File: src/rtl/reg_dump_uart_pkg.sv
`default_nettype none
// +----------------------------------------------------------------------------+
// | Module  : reg_dump_uart_pkg                                                |
// | Purpose : Shared constants, FSM state encoding and the hex-to-ASCII        |
// |           helper for the register-dump debug port.                         |
// | Ports   : none (package)                                                   |
// | Revision: 1.0  initial release                                             |
// +----------------------------------------------------------------------------+
package reg_dump_uart_pkg;

  localparam logic [7:0] c_ASCII_CR = 8'h0D;
  localparam logic [7:0] c_ASCII_LF = 8'h0A;
  localparam logic [7:0] c_ASCII_0  = 8'h30;
  localparam logic [7:0] c_ASCII_A  = 8'h41;

  // Characters per register line: 8 hex digits, CR, LF.
  localparam int c_CHARS_PER_REG = 10;

  typedef enum logic [2:0] {
    ST_IDLE     = 3'd0,
    ST_SET_ADDR = 3'd1,
    ST_CAPTURE  = 3'd2,
    ST_SEND     = 3'd3,
    ST_NEXT_REG = 3'd4,
    ST_FINISH   = 3'd5
  } dumpState_t;

  // Uppercase hex digit for one nibble.
  function automatic logic [7:0] hexChar(input logic [3:0] nibble);
    logic [7:0] w_char;
    if (nibble < 4'd10) begin
      w_char = c_ASCII_0 + {4'd0, nibble};
    end else begin
      w_char = c_ASCII_A + {4'd0, nibble} - 8'd10;
    end
    return w_char;
  endfunction

endpackage
`default_nettype wire

File: src/rtl/uart_tx_byte.sv
`default_nettype none
// +----------------------------------------------------------------------------+
// | Module  : uart_tx_byte                                                     |
// | Purpose : 8N1 UART transmitter for a single byte with a valid/ready        |
// |           handshake. ready rises in the last cycle of the stop bit so a    |
// |           parent can chain bytes with no idle gap.                         |
// | Ports   : clock, reset (async, active-high), data[7:0], valid  -> in       |
// |           ready, tx (idle high)                                  -> out     |
// | Revision: 1.0  initial release                                             |
// +----------------------------------------------------------------------------+
module uart_tx_byte #(
  parameter int CLKS_PER_BIT = 434
) (
  input  logic       clock,
  input  logic       reset,
  input  logic [7:0] data,
  input  logic       valid,
  output logic       ready,
  output logic       tx
);

  localparam int                 c_CNT_W    = (CLKS_PER_BIT > 1) ? $clog2(CLKS_PER_BIT) : 1;
  localparam logic [c_CNT_W-1:0] c_LAST_CLK = c_CNT_W'(CLKS_PER_BIT - 1);

  // Whole frame held in one shift register; bit 0 is always the line level.
  // Shifting in ones leaves the line idle-high once the stop bit is gone.
  logic [9:0]         r_frame;
  logic [3:0]         r_bitIdx;
  logic [c_CNT_W-1:0] r_clkCnt;
  logic               r_active;
  logic               w_lastCycle;
  logic               w_accept;

  assign w_lastCycle = r_active && (r_bitIdx == 4'd9) && (r_clkCnt == c_LAST_CLK);
  assign ready       = !r_active || w_lastCycle;
  assign w_accept    = valid && ready;
  assign tx          = r_frame[0];

  always_ff @(posedge clock or posedge reset) begin
    if (reset) begin
      r_frame  <= '1;
      r_bitIdx <= 4'd0;
      r_clkCnt <= '0;
      r_active <= 1'b0;
    end else if (w_accept) begin
      r_frame  <= {1'b1, data, 1'b0};
      r_bitIdx <= 4'd0;
      r_clkCnt <= '0;
      r_active <= 1'b1;
    end else if (r_active) begin
      if (r_clkCnt == c_LAST_CLK) begin
        r_clkCnt <= '0;
        r_frame  <= {1'b1, r_frame[9:1]};
        if (r_bitIdx == 4'd9) begin
          r_active <= 1'b0;
        end else begin
          r_bitIdx <= r_bitIdx + 4'd1;
        end
      end else begin
        r_clkCnt <= r_clkCnt + c_CNT_W'(1);
      end
    end
  end

endmodule
`default_nettype wire

File: src/rtl/reg_dump_uart.sv
`default_nettype none
// +----------------------------------------------------------------------------+
// | Module  : reg_dump_uart                                                    |
// | Purpose : Debug-port initiator: on start, walks x0..x(NUM_REGS-1) through  |
// |           readFPGA, snapshots regFPGA and sends each value over UART as    |
// |           8 uppercase hex characters followed by CR LF.                    |
// | Ports   : clock, reset (async, active-high), start, regFPGA[31:0] -> in    |
// |           readFPGA[4:0], tx, busy, done                         -> out     |
// | Revision: 1.0  initial release                                             |
// +----------------------------------------------------------------------------+
module reg_dump_uart
  import reg_dump_uart_pkg::*;
#(
  parameter int CLKS_PER_BIT = 434,
  parameter int NUM_REGS     = 32
) (
  input  logic        clock,
  input  logic        reset,
  input  logic        start,
  input  logic [31:0] regFPGA,
  output logic [4:0]  readFPGA,
  output logic        tx,
  output logic        busy,
  output logic        done
);

  localparam int                   c_FRAME_CLKS = 10 * CLKS_PER_BIT;
  localparam int                   c_DRAIN_W    = $clog2(c_FRAME_CLKS);
  // Leaving NEXT_REG here puts SET_ADDR in the last stop-bit cycle of the
  // LF, so the next register's first start bit follows after two idle cycles.
  localparam logic [c_DRAIN_W-1:0] c_DRAIN_END  = c_DRAIN_W'(c_FRAME_CLKS - 2);
  localparam logic [4:0]           c_LAST_IDX   = 5'(NUM_REGS - 1);
  localparam logic [3:0]           c_LAST_CHAR  = 4'(c_CHARS_PER_REG - 1);

  dumpState_t           r_state;
  dumpState_t           w_nextState;
  logic [4:0]           r_idx;
  logic [3:0]           r_charCnt;
  logic [31:0]          r_snap;
  logic [c_DRAIN_W-1:0] r_drainCnt;

  logic                 w_txValid;
  logic                 w_txReady;
  logic [7:0]           w_txData;
  logic [4:0]           w_shift;
  logic [3:0]           w_nibble;

  // ---------------------------------------------------------------- FSM
  always_ff @(posedge clock or posedge reset) begin
    if (reset) begin
      r_state <= ST_IDLE;
    end else begin
      r_state <= w_nextState;
    end
  end

  always_comb begin
    w_nextState = r_state;
    w_txValid   = 1'b0;
    case (r_state)
      ST_IDLE: begin
        if (start) w_nextState = ST_SET_ADDR;
      end
      ST_SET_ADDR: w_nextState = ST_CAPTURE;
      ST_CAPTURE:  w_nextState = ST_SEND;
      ST_SEND: begin
        w_txValid = 1'b1;
        if (w_txReady && (r_charCnt == c_LAST_CHAR)) w_nextState = ST_NEXT_REG;
      end
      ST_NEXT_REG: begin
        // The final register waits for the whole LF frame so done lands
        // after its stop bit; others overlap the fetch with the stop bit.
        if (r_idx == c_LAST_IDX) begin
          if (w_txReady) w_nextState = ST_FINISH;
        end else if (r_drainCnt == c_DRAIN_END) begin
          w_nextState = ST_SET_ADDR;
        end
      end
      ST_FINISH:   w_nextState = ST_IDLE;
      default:     w_nextState = ST_IDLE;
    endcase
  end

  // ----------------------------------------------------------- datapath
  always_ff @(posedge clock or posedge reset) begin
    if (reset) begin
      r_idx      <= 5'd0;
      r_charCnt  <= 4'd0;
      r_snap     <= 32'd0;
      r_drainCnt <= '0;
    end else begin
      case (r_state)
        ST_IDLE: r_idx <= 5'd0;
        ST_CAPTURE: begin
          r_snap    <= regFPGA;
          r_charCnt <= 4'd0;
        end
        ST_SEND: begin
          if (w_txReady) begin
            r_charCnt  <= r_charCnt + 4'd1;
            r_drainCnt <= '0;
          end
        end
        ST_NEXT_REG: begin
          r_drainCnt <= r_drainCnt + c_DRAIN_W'(1);
          if (w_nextState == ST_SET_ADDR) r_idx <= r_idx + 5'd1;
        end
        ST_FINISH: r_idx <= 5'd0;
        default: ;
      endcase
    end
  end

  // Character 0 is the most significant nibble.
  assign w_shift  = {3'd7 - r_charCnt[2:0], 2'b00};
  assign w_nibble = 4'(r_snap >> w_shift);

  always_comb begin
    w_txData = hexChar(w_nibble);
    if (r_charCnt == 4'd8) w_txData = c_ASCII_CR;
    if (r_charCnt == 4'd9) w_txData = c_ASCII_LF;
  end

  uart_tx_byte #(
    .CLKS_PER_BIT(CLKS_PER_BIT)
  ) u_uartTx (
    .clock(clock),
    .reset(reset),
    .data (w_txData),
    .valid(w_txValid),
    .ready(w_txReady),
    .tx   (tx)
  );

  assign readFPGA = r_idx;
  assign busy     = (r_state != ST_IDLE);
  assign done     = (r_state == ST_FINISH);

endmodule
`default_nettype wire

File: config.mk
export PLATFORM = sky130hd
export DESIGN_NAME = reg_dump_uart
export DESIGN_NICKNAME = d
export VERILOG_FILES = /design/src/rtl/reg_dump_uart_pkg.sv /design/src/rtl/uart_tx_byte.sv /design/src/rtl/reg_dump_uart.sv
export SDC_FILE = /design/constraint.sdc
export NUM_CORES = 1
export LEC_CHECK = 0
export ABC_AREA = 1
export BUFFER_PORTS_ARGS = -buffer_cell sky130_fd_sc_hd__buf_2
export CORE_MARGIN = 2
export CORE_UTILIZATION = 59
export CTS_CLUSTER_DIAMETER = 50
export CTS_CLUSTER_SIZE = 12
export DETAILED_ROUTE_END_ITERATION = 16
export PLACE_DENSITY = 0.9
export RECOVER_POWER = 100
export SYNTH_ARGS = -nofsm -noshare
export SYNTH_HDL_FRONTEND = slang
export SYNTH_SLANG_ARGS = --single-unit
File: constraint.sdc
create_clock -name clock -period 2.7 [get_ports clock]
set_input_delay 0.135 -clock clock [delete_from_list [all_inputs] [get_ports clock]]
set_output_delay 0.135 -clock clock [all_outputs]
set_load 0.005 [all_outputs]
==> flow_summary.json, run 1 <==
{
  "powerDensity_nw_per_um2": 471,
  "finalCritPeriodShare_pct": 81.8,
  "cts-root-buf": "clkbuf_8",
  "tns_ps": 0,
  "coreArea_um2": 6910,
  "firstDrtPassIters": 7,
  "synth_edf_count": 0,
  "die_y_um": 89,
  "syn_nets": 583,
  "dp_hpwl_um": 6280,
  "routed_wl_um": 9630,
  "nFillCells": 517,
  "n_antenna_cell": 0,
  "status": "finished clean",
  "dieArea_um2": 7920,
  "drc": 0,
  "yosys.area_share.simple_pct": 26.5,
  "netlist_top_cells_area": "dfrtp_1 42%, nand2_1 12%, inv_1 6.4%",
  "critPathCaptureType": "flop",
  "vias_per_cell": 5.39,
  "rows": 30,
  "multi_input_comb_area_um2": 1820,
  "start_kind": "flop",
  "p_leak_nw": 2.42,
  "ys_seq_elements": 80,
  "numCtsBuffers": 9,
  "slew-limit-headroom_pct": 34.9,
  "worst-setup-path-type": "reg2reg",
  "clk_latency_ps": 360,
  "drive_gt1_share_pct": 14.1,
  "drt-initial-drc-count": 242,
  "synth_xor_area_share_pct": 2.26,
  "gp_congestion": 0.918,
  "avgSynthCellArea_um2": 7.95,
  "grt_max_degree": 61,
  "fin_util_pct": 72.0,
  "synth_fa_ha_area_share_pct": 3.52,
  "port_buffers": 42,
  "worst_pin_slew_ps": 976,
  "cts_max_level": 3,
  "ff_latch_area_um2": 2010,
  "vias": 3811,
  "start_util_pct": 61.7,
  "synth_compound_area_share_pct": 11.2,
  "fin_crit_ps": 2210,
  "cap_violations": 0,
  "hold_viol": 0,
  "grt_pass1_vias": 3682,
  "ir_worst_vdd_mv": 0.278,
  "maxSlewViolCount": 0,
  "clk_pin_slew_ps": 90,
  "power_mw": 2.34,
  "synth_top_area_share_pct": 41.7,
  "antenna_found_initial": 0,
  "synthFlopType": "dfrtp_1",
  "synthArstFlopShare_pct": 100,
  "clock_path_buffers": 2,
  "drtAntennaViolNets": 0,
  "clock_skew_ps": 12.7,
  "fmax_ghz": 0.453,
  "required_ps": 2920,
  "holdCritPathClass": "in2reg",
  "syn2layout_area_growth_pct": 16.6,
  "grt_use_total_pct": 26.4,
  "cts_tree": "built",
  "yosysWarnings": 0,
  "synth.cell_area_um2": 4260,
  "grt_setup_unrepaired": "false",
  "synthMuxAreaShare_pct": 0,
  "synthDistinctLibCells": 41,
  "arrival_ps": 2430,
  "yosysSeqAreaShare_pct": 47.2,
  "wire_per_inst_um": 13.6,
  "worstPathMaxFanout": 11,
  "grt_first_pass_wirelength_um": 16200,
  "dieWidth_um": 89,
  "setup_viol": 0,
  "synth_top_family_by_area": "simple AND/OR/NAND/NOR gates",
  "cts_sinks": 80,
  "io_pins": 43,
  "synth_largest_area_cell": "dfrtp_1",
  "synthesis.instances": 536,
  "finalNetCount": 653,
  "grt-ovfl-total": 0
}
[cells in the final DEF, fill, tap and decap left out, drive strengths merged, types with 2 or more instances in the layout]
| cell type | Yosys | routed |
|---|---|---|
| a21oi | 14 | 14 |
| a22oi | 5 | 5 |
| a31oi | 2 | 2 |
| buf | 9 | 39 |
| clkbuf | 6 | 19 |
| clkinvlp | 0 | 3 |
| dfrtp | 71 | 71 |
| dfstp | 9 | 9 |
| dlygate4sd3 | 0 | 27 |
| ha | 12 | 12 |
| inv | 77 | 78 |
| nand2 | 147 | 147 |
| nand3 | 46 | 46 |
| nand4 | 5 | 5 |
| nor2 | 43 | 43 |
| nor3 | 9 | 9 |
| nor4 | 2 | 2 |
| o211ai | 3 | 3 |
| o21ai | 51 | 51 |
| o22ai | 6 | 6 |
| or2 | 2 | 2 |
| xnor2 | 2 | 2 |
| xor2 | 9 | 9 |
[power by group]
group / internal (mW) / switching (mW) / total [mW] / leakage, nW
clock network: 0.484 / 0.460 / 0.945 / 0.103
registers: 1.23 / 0.0133 / 1.25 / 0.971
logic: 0.0683 / 0.0790 / 0.147 / 1.35
total: 1.79 / 0.553 / 2.34 / 2.42
[registers in the layout, summed over array words and instances (netlist names)]
signal	count
r_snap	32
u_uartTx.r_clkCnt	9
r_drainCnt	13
u_uartTx.r_frame	9
r_state	3
r_charCnt	4
u_uartTx.r_active	1
readFPGA	5
u_uartTx.r_bitIdx	4
[per-layer routing]
layer / wire (um) / up-vias / global-route usage, %
met3: 491 / 30 / 3.23
met2: 4750 / 135 / 45.3
li1: - / 1855 / -
met1: 4060 / 1791 / 33.6
met4: 325 / 0 / 11.7
met5: 0 / - / 0
[logic make-up (layout without fill, tap and decap cells)]
| group | after synthesis | after routing |
|---|---|---|
| AND/OR/NAND/NOR | 256 | 256 |
| buffers and inverters | 93 | 168 |
| AO/OA/AOI/OAI | 84 | 84 |
| flip-flops | 80 | 80 |
| adder cells (fa/ha/maj) | 12 | 12 |
| XOR/XNOR | 11 | 11 |
[stage by stage]
step | setup WS (ps) | area (um2) | hold slack, ps | instances
2_1_floorplan | 528 | 4260 | 252 | 536
3_3_place_gp | 820 | 4540 | 157 | 664
3_5_place_dp | 679 | 4540 | 166 | 664
4_1_cts | 633 | 5020 | 0.624 | 707
5_1_grt | 198 | 4970 | 9.18 | 707
6_report | 491 | 4970 | 3.42 | 707
[timing repair]
action	CTS	global route
resized for setup	0	0
hold buffers	27	0
endpoints found under the hold margin	45	0
setup buffers	0	0
[cell type report]
| type | instances | area share (%) |
|---|---|---|
| Sequential cell | 80 | 40.5 |
| Multi-Input combinational cell | 363 | 36.7 |
| Timing Repair Buffer | 74 | 10.1 |
| Inverter | 78 | 5.97 |
| Clock buffer | 11 | 3.05 |
| Tap cell | 96 | 2.42 |
| Clock inverter | 5 | 1.26 |
[path summary, 6_finish.rpt]
| check | slack, ps | from | to | cells past startpoint |
|---|---|---|---|---|
| max in group asynchronous | 970 | reset | r_state[1] | 4 |
| worst min register to register | 470 | u_uartTx.r_frame[8] | u_uartTx.r_frame[8] | 2 |
| min in group asynchronous | 460 | reset | readFPGA[2] | 3 |
| worst min-delay path | 3 | regFPGA[1] | r_snap[1] | 3 |
| worst max register to register | 490 | r_state[2] | u_uartTx.r_bitIdx[3] | 6 |
| worst max-delay path | 490 | r_state[2] | u_uartTx.r_bitIdx[3] | 6 |
[critical path: stages (launching register included)]
cell	delay [ps]
dfrtp_1	430
inv_1	130
nand3_1	270
nand2_1	350
nand2_1	300
o21ai_0	440
o21ai_0	150
[synth_stat cells, types with 3 or more instances]
master / number
nor2_1: 37
dfstp_2: 9
nand2_2: 6
nor2_2: 6
buf_2: 3
o21ai_0: 45
nand4_1: 4
nor3_1: 5
nand2_1: 140
o21ai_1: 4
ha_1: 12
inv_1: 73
clkbuf_1: 6
o22ai_1: 6
nor3_2: 4
xor2_1: 9
o211ai_1: 3
buf_6: 4
nand3_1: 45
dfrtp_1: 71
a21oi_1: 13
a22oi_1: 5
Note: power is estimated with default switching activity, not from simulation.
==> run 2, diff against run 1 <==
--- a/config.mk
+++ b/config.mk
@@ -8,11 +8,11 @@
 export ABC_AREA = 1
 export BUFFER_PORTS_ARGS = -buffer_cell sky130_fd_sc_hd__buf_2
 export CORE_MARGIN = 2
-export CORE_UTILIZATION = 59
+export CORE_UTILIZATION = 53
 export CTS_CLUSTER_DIAMETER = 50
 export CTS_CLUSTER_SIZE = 12
 export DETAILED_ROUTE_END_ITERATION = 16
-export PLACE_DENSITY = 0.9
+export PLACE_DENSITY = 0.86
 export RECOVER_POWER = 100
 export SYNTH_ARGS = -nofsm -noshare
 export SYNTH_HDL_FRONTEND = slang
==> constraint.sdc (replaced) <==
create_clock -name clock -period 2 [get_ports clock]
set_input_delay 0.1 -clock clock [delete_from_list [all_inputs] [get_ports clock]]
set_output_delay 0.1 -clock clock [all_outputs]
set_load 0.005 [all_outputs]
==> flow_summary.json, run 2 (synthesized netlist as in run 1, its figures left out) <==
{
  "routed_wl_um": 10000,
  "fin_ws_ps": 172,
  "holdCritPathClass": "in2reg",
  "clock_skew_ps": 11.0,
  "fmax_ghz": 0.547,
  "firstDrtPassIters": 5,
  "setup_viol": 0,
  "grt-ovfl-total": 0,
  "grt_max_degree": 60,
  "n_antenna_cell": 0,
  "dp_hpwl_um": 6350,
  "critPathCaptureType": "flop",
  "final_cell_mix": "140 x nand2_1, 71 x inv_1, 70 x dfrtp_1",
  "placed_area_um2": 4610,
  "fin_area_um2": 5120,
  "wire_per_inst_um": 13.8,
  "rows": 32,
  "critPathTopFamily": "simple AND/OR/NAND/NOR gates",
  "arrival_ps": 2060,
  "dieWidth_um": 93.7,
  "start_util_pct": 54.9,
  "slowest_delay_ps": 390,
  "cap_violations": 0,
  "drt-initial-drc-count": 207,
  "vias": 3835,
  "cts-root-buf": "clkbuf_8",
  "ir_worst_vdd_mv": 0.341,
  "largest_register_ffs": 32,
  "largest_register": "r_snap",
  "antenna_found_initial": 0,
  "cts_max_level": 3,
  "drive_gt1_share_pct": 16.6,
  "drc": 0,
  "grt_use_total_pct": 24.8,
  "finalNetCount": 668,
  "nFillCells": 643,
  "dieArea_um2": 8780,
  "multi_input_comb_area_um2": 1860,
  "vias_per_cell": 5.27,
  "worst_pin_slew_ps": 1290,
  "clk_pin_slew_ps": 70,
  "numCtsBuffers": 9,
  "finalCritPeriodShare_pct": 91.4,
  "final_common_cell": "nand2_1",
  "crit_top_cell": "nand2_1",
  "critPathBufInv": 1,
  "die_y_um": 93.7,
  "drtAntennaViolNets": 0,
  "port_buffers": 42,
  "worstPathCellList": "ha_2 -> nand2_1 -> nor2_1 -> ha_2 -> nor3_2 -> nand2_1 -> nor3_2 -> nand4_1 -> nand2_2 -> inv_2 -> nand2_1 -> o21ai_1",
  "syn2layout_area_growth_pct": 20.1,
  "io_pins": 43,
  "powerDensity_nw_per_um2": 597,
  "required_ps": 2230,
  "cts_sinks": 80,
  "grt_pass1_vias": 3822,
  "maxSlewViolCount": 0,
  "cts_tree": "built",
  "start_kind": "flop",
  "worstPathMaxFanout": 5,
  "pre_cts_ws_ps": -11.7,
  "ff_latch_area_um2": 2010,
  "slew-limit-headroom_pct": 13.5,
  "grt_first_pass_wirelength_um": 17100,
  "hold_viol": 0,
  "status": "finished clean",
  "crit_path_top_delay_cell": "dfrtp_1",
  "p_leak_nw": 2.48,
  "coreArea_um2": 7770,
  "clock_path_buffers": 2,
  "clk_latency_ps": 360,
  "gp_congestion": 0.853,
  "fin_crit_ps": 1830,
  "worst-setup-path-type": "reg2reg",
  "reg_top3": "r_snap (32), r_drainCnt (13)"
}
[run 2: area by class of cell]
| cell class | count | area share, % |
|---|---|---|
| Sequential cell | 80 | 39.3 |
| Multi-Input combinational cell | 363 | 36.2 |
| Timing Repair Buffer | 89 | 12.5 |
| Inverter | 78 | 5.91 |
| Clock buffer | 13 | 2.71 |
| Tap cell | 102 | 2.49 |
| Clock inverter | 3 | 0.831 |
[run 2: metal layers]
layer / track usage [%] / share of wire (%) / up-vias
met1: 31.6 / 42 / 1787
li1: - / - / 1886
met4: 14.6 / 3.7 / 0
met2: 40.1 / 49 / 129
met3: 3.77 / 4.9 / 33
met5: 0 / 0 / -
[run 2: through the flow]
step                std cells  util (%)  TNS, ps  hold WS, ps  power [mW]
floorplan                 536         -        0          217        1.80
global placement          674      59.3        0          223        1.87
detailed placement        674      59.3    -11.7          223        1.88
CTS                       727      66.4        0         5.00        3.06
global route              728      65.9    -44.5         39.7        3.16
finish                    728      65.9        0         21.6        3.05
[run 2: power breakdown]
| part | internal (mW) | total, mW | switching (mW) |
|---|---|---|---|
| Sequential | 1.67 | 1.68 | 0.0177 |
| Combinational | 0.102 | 0.210 | 0.108 |
| Clock | 0.578 | 1.16 | 0.582 |
| Total | 2.35 | 3.05 | 0.708 |
[run 2: worst reg2reg max path, stage by stage, from the launching register on]
cell and delay (ps):
dfrtp_1 390, ha_2 190, nand2_1 90, nor2_1 50, ha_2 170, nor3_2 100
nand2_1 80, nor3_2 170, nand4_1 160, nand2_2 120, inv_2 60, nand2_1 60
o21ai_1 60
[run 2: final timing paths]
kind	from	end	slack, ps	depth (start not counted)
worst max-delay path	readFPGA[0]	readFPGA[0]	170	12
worst min register to register	u_uartTx.r_frame[8]	u_uartTx.r_frame[8]	470	2
worst min-delay path	start	r_state[0]	20	3
min in group asynchronous	reset	r_snap[25]	530	3
max in group asynchronous	reset	u_uartTx.r_frame[4]	370	4
worst max register to register	readFPGA[0]	readFPGA[0]	170	12
[run 2: repair_timing]
| item | CTS | global route |
|---|---|---|
| hold buffers | 33 | 0 |
| gates resized for setup | 3 | 6 |
| hold endpoints to repair | 57 | 0 |
| pin swaps | 4 | 5 |
| setup buffers | 4 | 1 |
| endpoints found under the setup margin | 1 | 7 |
==> run 3, diff against run 2 <==
--- a/config.mk
+++ b/config.mk
@@ -7,7 +7,6 @@
 export LEC_CHECK = 0
 export ABC_AREA = 1
 export BUFFER_PORTS_ARGS = -buffer_cell sky130_fd_sc_hd__buf_2
-export CORE_MARGIN = 2
 export CORE_UTILIZATION = 53
 export CTS_CLUSTER_DIAMETER = 50
 export CTS_CLUSTER_SIZE = 12
==> flow_summary.json, run 3 (synthesized netlist as in run 1, its figures left out) <==
{
  "status": "finished clean",
  "final_cell_mix": "140 x nand2_1, 73 x inv_1, 71 x dfrtp_1",
  "drive_gt1_share_pct": 16.5,
  "fmax_ghz": 0.517,
  "arrival_ps": 2170,
  "cts-root-buf": "clkbuf_8",
  "reg_top3": "r_snap (32), r_drainCnt (13)",
  "finalNetCount": 667,
  "fin_ws_ps": 66.5,
  "rows": 32,
  "routed_wl_um": 9420,
  "grt_first_pass_wirelength_um": 16100,
  "vias_per_cell": 5.27,
  "powerDensity_nw_per_um2": 609,
  "fin_crit_ps": 1930,
  "io_pins": 43,
  "final_common_cell": "nand2_1",
  "start_kind": "flop",
  "start_util_pct": 54.9,
  "holdCritPathClass": "in2reg",
  "clk_pin_slew_ps": 80,
  "numCtsBuffers": 9,
  "dp_hpwl_um": 6000,
  "grt-ovfl-total": 0,
  "port_buffers": 42,
  "n_antenna_cell": 0,
  "drtAntennaViolNets": 0,
  "crit_top_cell": "nand2_1",
  "dieWidth_um": 91.7,
  "required_ps": 2240,
  "largest_register": "r_snap",
  "grt_pass1_vias": 3708,
  "hold-worst-slack_ps": 9.98,
  "die_y_um": 91.7,
  "syn2layout_area_growth_pct": 20.5,
  "slew-limit-headroom_pct": 29.8,
  "nFillCells": 600,
  "cts_sinks": 80,
  "instances_no_fill": 727,
  "firstDrtPassIters": 5,
  "largest_register_ffs": 32,
  "cap_violations": 0,
  "clock_skew_ps": 10.2,
  "crit_path_top_delay_cell": "dfrtp_1",
  "worstPathCellList": "ha_2 -> nand2_2 -> nor2_1 -> ha_1 -> nor3_2 -> nand2_1 -> nor3_2 -> nand4_1 -> nand2_1 -> inv_2 -> nand2_1 -> o21ai_0",
  "finalCritPeriodShare_pct": 96.7,
  "drc": 0,
  "vias": 3828,
  "drt-initial-drc-count": 188,
  "clock_path_buffers": 2,
  "gp_congestion": 0.887,
  "antenna_found_initial": 0,
  "dieArea_um2": 8410,
  "p_leak_nw": 2.50,
  "worst-setup-path-type": "reg2reg",
  "grt_use_total_pct": 24.0,
  "worstPathMaxFanout": 5,
  "cts_max_level": 3,
  "cts_tree": "built",
  "ir_worst_vdd_mv": 0.409,
  "coreArea_um2": 7770,
  "dp_cells": 673,
  "slowest_delay_ps": 420,
  "setup_viol": 0,
  "clk_latency_ps": 360,
  "power_mw": 3.12,
  "hold_viol": 0,
  "worst_pin_slew_ps": 1050,
  "grt_max_degree": 81,
  "wire_per_inst_um": 13.0,
  "critPathCaptureType": "flop",
  "maxSlewViolCount": 0,
  "pre_cts_ws_ps": -21.2
}
run 3: through the flow:
| stage | area, um2 | setup TNS (ps) | utilization [%] |
|---|---|---|---|
| final | 5130 | 0 | 66.1 |
| after global routing | 5130 | -333 | 66.1 |
| after CTS | 5150 | 0 | 66.4 |
| after detailed placement | 4600 | -21.2 | 59.2 |
| after global placement | 4600 | 0 | 59.2 |
| after floorplan | 4270 | 0 | - |
run 3: final cells by class:
type / count / area (um2) / share of cell area, %
Sequential cell: 80 / 2010 / 39.2
Multi-Input combinational cell: 363 / 1840 / 35.9
Timing Repair Buffer: 88 / 644 / 12.5
Inverter: 78 / 302 / 5.87
Clock buffer: 11 / 141 / 2.75
Tap cell: 102 / 128 / 2.49
Clock inverter: 5 / 62.6 / 1.22
run 3: power by group:
group	internal (mW)	switching, mW	total (mW)
logic	0.100	0.103	0.203
clock network	0.620	0.618	1.24
registers	1.67	0.0171	1.68
total	2.39	0.738	3.12
run 3: worst max-delay path: cells and delay by family, from the launching register on:
family	cells	cell delay (ps)
buffers and inverters	1	70
adder cells (fa/ha/maj)	2	420
AO/OA/AOI/OAI	1	80
AND/OR/NAND/NOR	8	820
flip-flops	1	420
run 3: worst paths after layout:
kind,from,to,slack (ps),cells after the start
max,readFPGA[0],readFPGA[0],70,12
min reg2reg,u_uartTx.r_frame[8],u_uartTx.r_frame[8],470,2
max in group asynchronous,reset,r_drainCnt[4],670,4
min in group asynchronous,reset,r_snap[26],640,4
min,start,r_state[0],10,3
max reg2reg,readFPGA[0],readFPGA[0],70,12
run 3: what timing repair did:
item / CTS / global route
buffers inserted: 3 / 2
hold endpoints to repair: 103 / 0
hold buffers: 33 / 0
pin swaps: 3 / 3
setup endpoints to repair: 4 / 6
gates resized for setup: 0 / 4
run 3: layer usage:
metal | up-vias | GRT usage, % | part of all wire, %
met5 | - | 0 | 0
met1 | 1796 | 29.0 | 44
met3 | 22 | 3.98 | 5.0
met2 | 126 | 42.5 | 49
li1 | 1884 | - | -
met4 | 0 | 9.39 | 2.1
